--- config.mk ---
export PLATFORM = sky130hd
export DESIGN_NAME = date_counter_flat
export DESIGN_NICKNAME = d
export VERILOG_FILES = /design/src/rtl/date_counter_if.sv /design/src/rtl/date_counter.sv /design/src/flat_wrapper.sv
export SDC_FILE = /design/constraint.sdc
export NUM_CORES = 1
export LEC_CHECK = 0
export ABC_AREA = 1
export ABC_CLOCK_PERIOD_IN_PS = 16350
export BUFFER_PORTS_ARGS = -buffer_cell sky130_fd_sc_hd__buf_2
export CAP_MARGIN = 25
export CELL_PAD_IN_SITES_DETAIL_PLACEMENT = 1
export CELL_PAD_IN_SITES_GLOBAL_PLACEMENT = 1
export CORE_ASPECT_RATIO = 1.1
export CORE_MARGIN = 2
export CORE_UTILIZATION = 30
export CTS_CLUSTER_SIZE = 28
export DETAILED_ROUTE_END_ITERATION = 6
export GPL_TIMING_DRIVEN = 0
export HOLD_SLACK_MARGIN = 0.1
export PLACE_DENSITY_LB_ADDON = 0.1
export SLEW_MARGIN = 10
export SYNTH_ARGS = -nofsm -noshare
export SYNTH_HDL_FRONTEND = slang
export SYNTH_SLANG_ARGS = --single-unit
--- constraint.sdc ---
create_clock -name clk -period 16.35 [get_ports clk]
set_clock_uncertainty 0.2 [all_clocks]
set_input_delay 3.27 -clock clk [delete_from_list [all_inputs] [get_ports clk]]
set_output_delay 3.27 -clock clk [all_outputs]
set_load 0.05 [all_outputs]
--- src/rtl/date_counter_if.sv ---
// Purpose: carry, key and date bus between the hour counter / key logic and date_counter.
// Latency: pure wiring, no storage.
// Backpressure: none; every input is a level or a one-cycle pulse.
// Ports: slave  = date_counter side (carry/shift/key/edit inputs, date outputs)
//        master = driving side (opposite directions)
// Optional: DATE_WEEKDAY_EN adds the weekday[2:0] output (0=Monday..6=Sunday).
interface date_counter_if;
   logic       ClkDay;
   logic       ClkHour;
   logic       DayOverPlus;
   logic       DayOverMinus;
   logic       KeyPlus;
   logic       KeyMinus;
   logic       EditMode;
   logic [2:0] EditPos;
   logic [1:0] screen;
   logic [4:0] day;
   logic [3:0] month;
   logic [6:0] year;
   logic       leap;
`ifdef DATE_WEEKDAY_EN
   logic [2:0] weekday;

   modport slave (
      input  ClkDay, ClkHour, DayOverPlus, DayOverMinus,
      input  KeyPlus, KeyMinus, EditMode, EditPos, screen,
      output day, month, year, leap, weekday
   );
   modport master (
      output ClkDay, ClkHour, DayOverPlus, DayOverMinus,
      output KeyPlus, KeyMinus, EditMode, EditPos, screen,
      input  day, month, year, leap, weekday
   );
`else
   modport slave (
      input  ClkDay, ClkHour, DayOverPlus, DayOverMinus,
      input  KeyPlus, KeyMinus, EditMode, EditPos, screen,
      output day, month, year, leap
   );
   modport master (
      output ClkDay, ClkHour, DayOverPlus, DayOverMinus,
      output KeyPlus, KeyMinus, EditMode, EditPos, screen,
      input  day, month, year, leap
   );
`endif
endinterface

--- src/rtl/date_counter.sv ---
// Purpose: calendar day/month/year counter (2000-2099) with carry, time-zone shift and key edit.
// Latency: one cycle; an event sampled on a posedge is visible on the outputs after that edge.
// Backpressure: none; at most one action per cycle, lower-priority events that cycle are dropped.
// Ports: clk, reset (synchronous, active-high); bus = date_counter_if.slave
//        (ClkDay/ClkHour carry, DayOverPlus/Minus shifts, active-low keys, edit controls,
//         day/month/year/leap outputs).
// Optional: DATE_WEEKDAY_EN adds a weekday counter driven onto bus.weekday.
module date_counter #(
   parameter logic [6:0] YEAR_RESET  = 7'd0,
   parameter logic [1:0] SCREEN_DATE = 2'd1
) (
   input  logic          clk,
   input  logic          reset,
   date_counter_if.slave bus
);

   logic [4:0] day_q,   day_d;
   logic [3:0] month_q, month_d;
   logic [6:0] year_q,  year_d;
   logic       leap_q,  leap_d;
   logic       kp_prev_q, km_prev_q;
`ifdef DATE_WEEKDAY_EN
   logic [2:0] wd_q, wd_d;
`endif

   logic       kp_press, km_press;
   logic       do_fwd, do_bwd, do_edit, edit_up;
   logic [4:0] len_cur, len_new;
   logic [3:0] m_new;
   logic [6:0] y_new;
   logic [7:0] step;

   function automatic logic is_leap(input logic [6:0] y);
      is_leap = (y[1:0] == 2'b00);
   endfunction

   function automatic logic [4:0] month_len(input logic [3:0] m, input logic lp);
      case (m)
         4'd4, 4'd6, 4'd9, 4'd11: month_len = 5'd30;
         4'd2:                    month_len = lp ? 5'd29 : 5'd28;
         default:                 month_len = 5'd31;
      endcase
   endfunction

   // v +/- k, wrapped back into [lo..hi] by adding or removing one span.
   function automatic logic [7:0] wrap_step(input logic [7:0] v, input logic [7:0] k,
                                            input logic [7:0] lo, input logic [7:0] hi,
                                            input logic up);
      logic [7:0] span;
      span = hi - lo + 8'd1;
      if (up) wrap_step = (v + k > hi) ? (v + k - span) : (v + k);
      else    wrap_step = (v < lo + k) ? (v + span - k) : (v - k);
   endfunction

   // History resets low, so a key already held across reset looks "still pressed".
   assign kp_press = !bus.KeyPlus  && kp_prev_q;
   assign km_press = !bus.KeyMinus && km_prev_q;

   assign do_fwd  = (bus.ClkDay && bus.ClkHour && !bus.EditMode) ||
                    (bus.DayOverPlus && bus.EditMode);
   assign do_bwd  = !do_fwd && bus.DayOverMinus && bus.EditMode;
   assign do_edit = !do_fwd && !do_bwd && bus.EditMode && (bus.screen == SCREEN_DATE) &&
                    (kp_press || km_press);
   assign edit_up = kp_press;   // plus wins when both keys fall together

   assign len_cur = month_len(month_q, leap_q);
   assign step    = (bus.EditPos == 3'd7 || bus.EditPos == 3'd4 || bus.EditPos == 3'd1)
                    ? 8'd10 : 8'd1;

   always_comb begin
      day_d   = day_q;
      month_d = month_q;
      year_d  = year_q;
      m_new   = month_q;
      y_new   = year_q;
      len_new = len_cur;
`ifdef DATE_WEEKDAY_EN
      wd_d    = wd_q;
`endif
      if (do_fwd) begin
         if (day_q < len_cur) begin
            day_d = day_q + 5'd1;
         end else begin
            day_d = 5'd1;
            if (month_q == 4'd12) begin
               month_d = 4'd1;
               year_d  = (year_q == 7'd99) ? 7'd0 : year_q + 7'd1;
            end else begin
               month_d = month_q + 4'd1;
            end
         end
`ifdef DATE_WEEKDAY_EN
         wd_d = (wd_q == 3'd6) ? 3'd0 : wd_q + 3'd1;
`endif
      end else if (do_bwd) begin
         if (day_q > 5'd1) begin
            day_d = day_q - 5'd1;
         end else begin
            if (month_q == 4'd1) begin
               m_new = 4'd12;
               y_new = (year_q == 7'd0) ? 7'd99 : year_q - 7'd1;
            end else begin
               m_new = month_q - 4'd1;
            end
            month_d = m_new;
            year_d  = y_new;
            day_d   = month_len(m_new, is_leap(y_new));
         end
`ifdef DATE_WEEKDAY_EN
         wd_d = (wd_q == 3'd0) ? 3'd6 : wd_q - 3'd1;
`endif
      end else if (do_edit) begin
         case (bus.EditPos)
            3'd6, 3'd7: begin
               day_d = 5'(wrap_step({3'b000, day_q}, step, 8'd1, {3'b000, len_cur}, edit_up));
`ifdef DATE_WEEKDAY_EN
               // Only single-day steps track the weekday; tens edits leave it alone.
               if (bus.EditPos == 3'd6)
                  wd_d = edit_up ? ((wd_q == 3'd6) ? 3'd0 : wd_q + 3'd1)
                                 : ((wd_q == 3'd0) ? 3'd6 : wd_q - 3'd1);
`endif
            end
            3'd3, 3'd4: begin
               m_new   = 4'(wrap_step({4'b0000, month_q}, step, 8'd1, 8'd12, edit_up));
               month_d = m_new;
            end
            3'd0, 3'd1: begin
               y_new  = 7'(wrap_step({1'b0, year_q}, step, 8'd0, 8'd99, edit_up));
               year_d = y_new;
            end
            default: ;
         endcase
         // A month/year change can shorten the month under the current day.
         len_new = month_len(m_new, is_leap(y_new));
         if (day_d > len_new) day_d = len_new;
      end
      leap_d = is_leap(year_d);
   end

   always_ff @(posedge clk) begin
      if (reset) begin
         day_q     <= 5'd1;
         month_q   <= 4'd1;
         year_q    <= YEAR_RESET;
         leap_q    <= is_leap(YEAR_RESET);
         kp_prev_q <= 1'b0;
         km_prev_q <= 1'b0;
`ifdef DATE_WEEKDAY_EN
         wd_q      <= 3'd5;   // 01-01-2000 was a Saturday
`endif
      end else begin
         day_q     <= day_d;
         month_q   <= month_d;
         year_q    <= year_d;
         leap_q    <= leap_d;
         kp_prev_q <= bus.KeyPlus;
         km_prev_q <= bus.KeyMinus;
`ifdef DATE_WEEKDAY_EN
         wd_q      <= wd_d;
`endif
      end
   end

   assign bus.day   = day_q;
   assign bus.month = month_q;
   assign bus.year  = year_q;
   assign bus.leap  = leap_q;
`ifdef DATE_WEEKDAY_EN
   assign bus.weekday = wd_q;
`endif

endmodule

--- src/flat_wrapper.sv ---
// flat-port wrapper written by rule: the top's interface ports become plain ports
module date_counter_flat 
#(
   parameter logic [6:0] YEAR_RESET  = 7'd0,
   parameter logic [1:0] SCREEN_DATE = 2'd1
)
  (clk, reset, bus_ClkDay, bus_ClkHour, bus_DayOverPlus, bus_DayOverMinus, bus_KeyPlus, bus_KeyMinus, bus_EditMode, bus_EditPos, bus_screen, bus_day, bus_month, bus_year, bus_leap);
  date_counter_if bus_i ();
  input  logic clk;
  input  logic reset;
  input wire logic [$bits(bus_i.ClkDay)-1:0] bus_ClkDay;
  input wire logic [$bits(bus_i.ClkHour)-1:0] bus_ClkHour;
  input wire logic [$bits(bus_i.DayOverPlus)-1:0] bus_DayOverPlus;
  input wire logic [$bits(bus_i.DayOverMinus)-1:0] bus_DayOverMinus;
  input wire logic [$bits(bus_i.KeyPlus)-1:0] bus_KeyPlus;
  input wire logic [$bits(bus_i.KeyMinus)-1:0] bus_KeyMinus;
  input wire logic [$bits(bus_i.EditMode)-1:0] bus_EditMode;
  input wire logic [$bits(bus_i.EditPos)-1:0] bus_EditPos;
  input wire logic [$bits(bus_i.screen)-1:0] bus_screen;
  output wire logic [$bits(bus_i.day)-1:0] bus_day;
  output wire logic [$bits(bus_i.month)-1:0] bus_month;
  output wire logic [$bits(bus_i.year)-1:0] bus_year;
  output wire logic [$bits(bus_i.leap)-1:0] bus_leap;
  assign bus_i.ClkDay = bus_ClkDay;
  assign bus_i.ClkHour = bus_ClkHour;
  assign bus_i.DayOverPlus = bus_DayOverPlus;
  assign bus_i.DayOverMinus = bus_DayOverMinus;
  assign bus_i.KeyPlus = bus_KeyPlus;
  assign bus_i.KeyMinus = bus_KeyMinus;
  assign bus_i.EditMode = bus_EditMode;
  assign bus_i.EditPos = bus_EditPos;
  assign bus_i.screen = bus_screen;
  assign bus_day = bus_i.day;
  assign bus_month = bus_i.month;
  assign bus_year = bus_i.year;
  assign bus_leap = bus_i.leap;
  date_counter #(.YEAR_RESET(YEAR_RESET), .SCREEN_DATE(SCREEN_DATE)) u_core (.clk(clk), .reset(reset), .bus(bus_i));
endmodule
==> results.tsv <==
stage	metric	value	unit
placed_design	HPWL Detailed	11700	µm
final_layout	diode count	0	
placed_design	GPL Wtd Cong	0.861	
setup_path	Worst setup SP type	input pin	
synth	flops & latches, synth	19	
worst_hold_path	Hold Path Class	flip-flop to flip-flop	
floorplanning	Ports	31	
power	Internal Power	163	µW
synth	area share of the largest cell type after synthesis	18.0	%
floorplanning	effective utilization at floorplan	30.9	%
global_routing	initial antenna violation count	0	
timing	Final Max Tran Viols	0	
floorplanning	core outline area	13300	µm²
cts	clock latency on the worst-skew pair	260	ps
cts	clock sink count	19	
floorplanning	row count	44	
timing	Fmax	118	MHz
cts	Hold-fix buffers, CTS	0	
cts	CTS max path bufs	2	
timing	TNS Setup	0	ps
placed_design	pre-CTS setup slack	7540	ps
setup_path	WS Path Type	input pin to flip-flop	
final_layout	share of cells above drive strength 1	10.4	%
setup_path	critical path data arrival time	8390	ps
synth	dominant cells by area after synthesis	ha_1, nand2_1, dfxtp_1	
cts	CTS buffer count	3	
setup_path	crit-path most repeated cell	nand2_1	
timing	RSZ-0062 raised after global routing	no	
setup_path	slowest CP cell	inv_1	
timing	Final Hold Fails	0	
route	final WL	14000	µm
synth	leading area contributor after synthesis	ha_1	
synth	top-count cell post-synth	nand2_1	
cts	post-CTS setup buffers	0	
timing	Slew headroom	49.0	%
floorplanning	chip width	116	µm
synth	Post-Syn Nets	739	
timing	crit path time final	8460	ps
final_layout	Syn-to-layout area delta	11.4	%
cts	CTS root buf	clkbuf_16	
power	Comb pwr share	66.9	%
setup_path	Critical Path RT	16280	ps
final_layout	Finished Layout Cells	873	
synth	post-synth design cell area	4110	µm²
global_routing	number of global-route vias before repair	4552	
setup_path	top fanout value on the critical path	15	
route	First-pass DRT Iterations	4	
power	leak pwr	2.30	nW
global_routing	largest net degree at the start of global routing	16	
power	sw power	180	µW
power	Pwr Density	75.1	nW/µm²
power	Sequential Power Share	17.7	%
final_layout	fin util	34.4	%
final_layout	# fillers	1796	
route	DR vias/cell	4.95	
global_routing	Global Route Usage Sum	19.9	%
flow_run	Max-Cap Viols	0	
synth	Synth async-reset ratio	0	%
cts	CTS clock-pin slew for the worst setup and hold paths	60	ps
synth	Top FF cell, synth	dfxtp_1	
route	Post-route DRC	0	
power	Net Sw Frac	52.5	%
timing	Slew @ Worst Pin	764	ps
floorplanning	Die Area	14700	µm²
synth	Post-synth EDFFs	0	
placed_design	I/O Buffers	29	
synth	top cells by count, synth	nand2_1, inv_1, nor2_1	
global_routing	GRT overflow	0	
synth	Synth Area per Inst	6.28	µm²
global_routing	first-pass GRT wire length	23300	µm
floorplanning	Die H	127	µm
timing	Setup WS post-layout	7890	ps
route	first-iteration detailed-routing DRC count	150	
synth	Yosys cell types	51	
cts	PostCTS Resize Cnt	0	
power	Clock power frac	15.4	%
cts	CTS H-Tree Depth	1	
timing	Final Setup Violations	0	
timing	Hold Slack	490	ps
route	Routed Antenna Nets	0	
setup_path	CP max stage delay	780	ps
synth	Yosys warnings	0	
cts	CTS tree	yes	
route	Avg WL per Cell	16.0	µm
setup_path	crit end category	flip-flop	
route	via count	4321	
power	Max VDD drop	33.4	µV
timing	period utilization	51.8	%
run_status	outcome	finished, final reports clean	
final_layout	Final #Nets	774	
placed_design	DP Cell Count	869	
synth	sequential element share of the synthesized area	9.25	%
synth	cells after synthesis	655	
-- power by group through the flow --
stage | logic (mW) | clock network (mW) | registers, mW
2_1_floorplan | 0.157 | 0 | 0.0735
3_3_place_gp | 0.225 | 0 | 0.0622
3_5_place_dp | 0.232 | 0 | 0.0624
4_1_cts | 0.233 | 0.0558 | 0.0614
5_1_grt | 0.264 | 0.0566 | 0.0623
6_report | 0.230 | 0.0528 | 0.0609
-- stage by stage --
step           instance area (µm²)  power (mW)
5_1_grt                       4580       0.383
2_1_floorplan                 4110       0.231
3_3_place_gp                  4490       0.287
3_5_place_dp                  4500       0.294
4_1_cts                       4580       0.350
6_report                      4580       0.344
-- metal layers --
metal	wire length, µm	track usage [%]	up-vias
met4	248	4.83	0
met3	184	0.717	14
met5	0	0	-
li1	-	-	2195
met2	7390	37.7	37
met1	6180	24.3	2075
-- placed cells by master (no fill, tap or decap), types with 3 or more instances in the layout --
master,synthesis,final
ha_1,59,59
inv_2,5,5
o221ai_1,5,5
nor3_1,3,3
inv_1,96,96
clkbuf_16,0,3
xnor2_1,8,8
xor2_1,19,19
or2_2,4,4
o21bai_1,3,3
a31oi_1,8,8
nand3_1,62,62
dfxtp_1,19,19
fa_1,11,11
clkbuf_1,3,4
nand4_1,6,6
nor2_2,3,3
o211ai_1,8,8
o21ai_0,49,49
nand2_2,6,6
buf_4,3,3
nand3b_1,4,4
a21oi_1,29,29
buf_2,3,32
nor2_1,67,67
nand2_1,141,141
-- worst paths after layout --
kind | cells after the start | startpoint | end | slack (ps)
hold / removal | 2 | u_core.bus.month[1] | u_core.bus.month[1] | 490
setup / recovery | 30 | bus_EditPos[2] | u_core.bus.day[1] | 7890
setup reg to reg | 27 | u_core.bus.month[1] | u_core.bus.day[1] | 11740
hold reg to reg | 2 | u_core.bus.month[1] | u_core.bus.month[1] | 490
-- final cells by class --
cell class / instances / area [µm²] / area share (%)
Buffer: 12 / 75.1 / 1.64
Clock buffer: 4 / 78.8 / 1.72
Inverter: 104 / 397 / 8.66
Multi-Input combinational cell: 520 / 3260 / 71.2
Sequential cell: 19 / 380 / 8.30
Tap cell: 184 / 230 / 5.03
Timing Repair Buffer: 30 / 160 / 3.50
-- sequential cells by signal (all words and copies together), names as in the netlist --
name,cells
u_core.bus.day,5
u_core.bus.leap,1
u_core.bus.month,4
u_core.bus.year,7
u_core.km_prev_q,1
u_core.kp_prev_q,1
-- critical path, delay by kind of cell --
kind / cells / cell delay (ps)
adders and majority gates: 4 / 1560
buffers and inverters: 7 / 1320
and+or+nand+nor: 16 / 1850
AOI/OAI and AO/OA: 3 / 370
-- cell families (layout without fill, tap and decap cells) --
| family | count (synthesis) | in the layout | synth area share, % |
|---|---|---|---|
| flip-flops | 19 | 19 | 9.25 |
| adder cells (fa/ha/maj) | 70 | 70 | 23.3 |
| AO/OA/AOI/OAI | 116 | 116 | 16.9 |
| XOR/XNOR | 27 | 27 | 5.75 |
| AND/OR/NAND/NOR | 307 | 307 | 33.3 |
| buffers and inverters | 116 | 150 | 11.5 |
No activity file was read; power rests on OpenSTA's default activity.
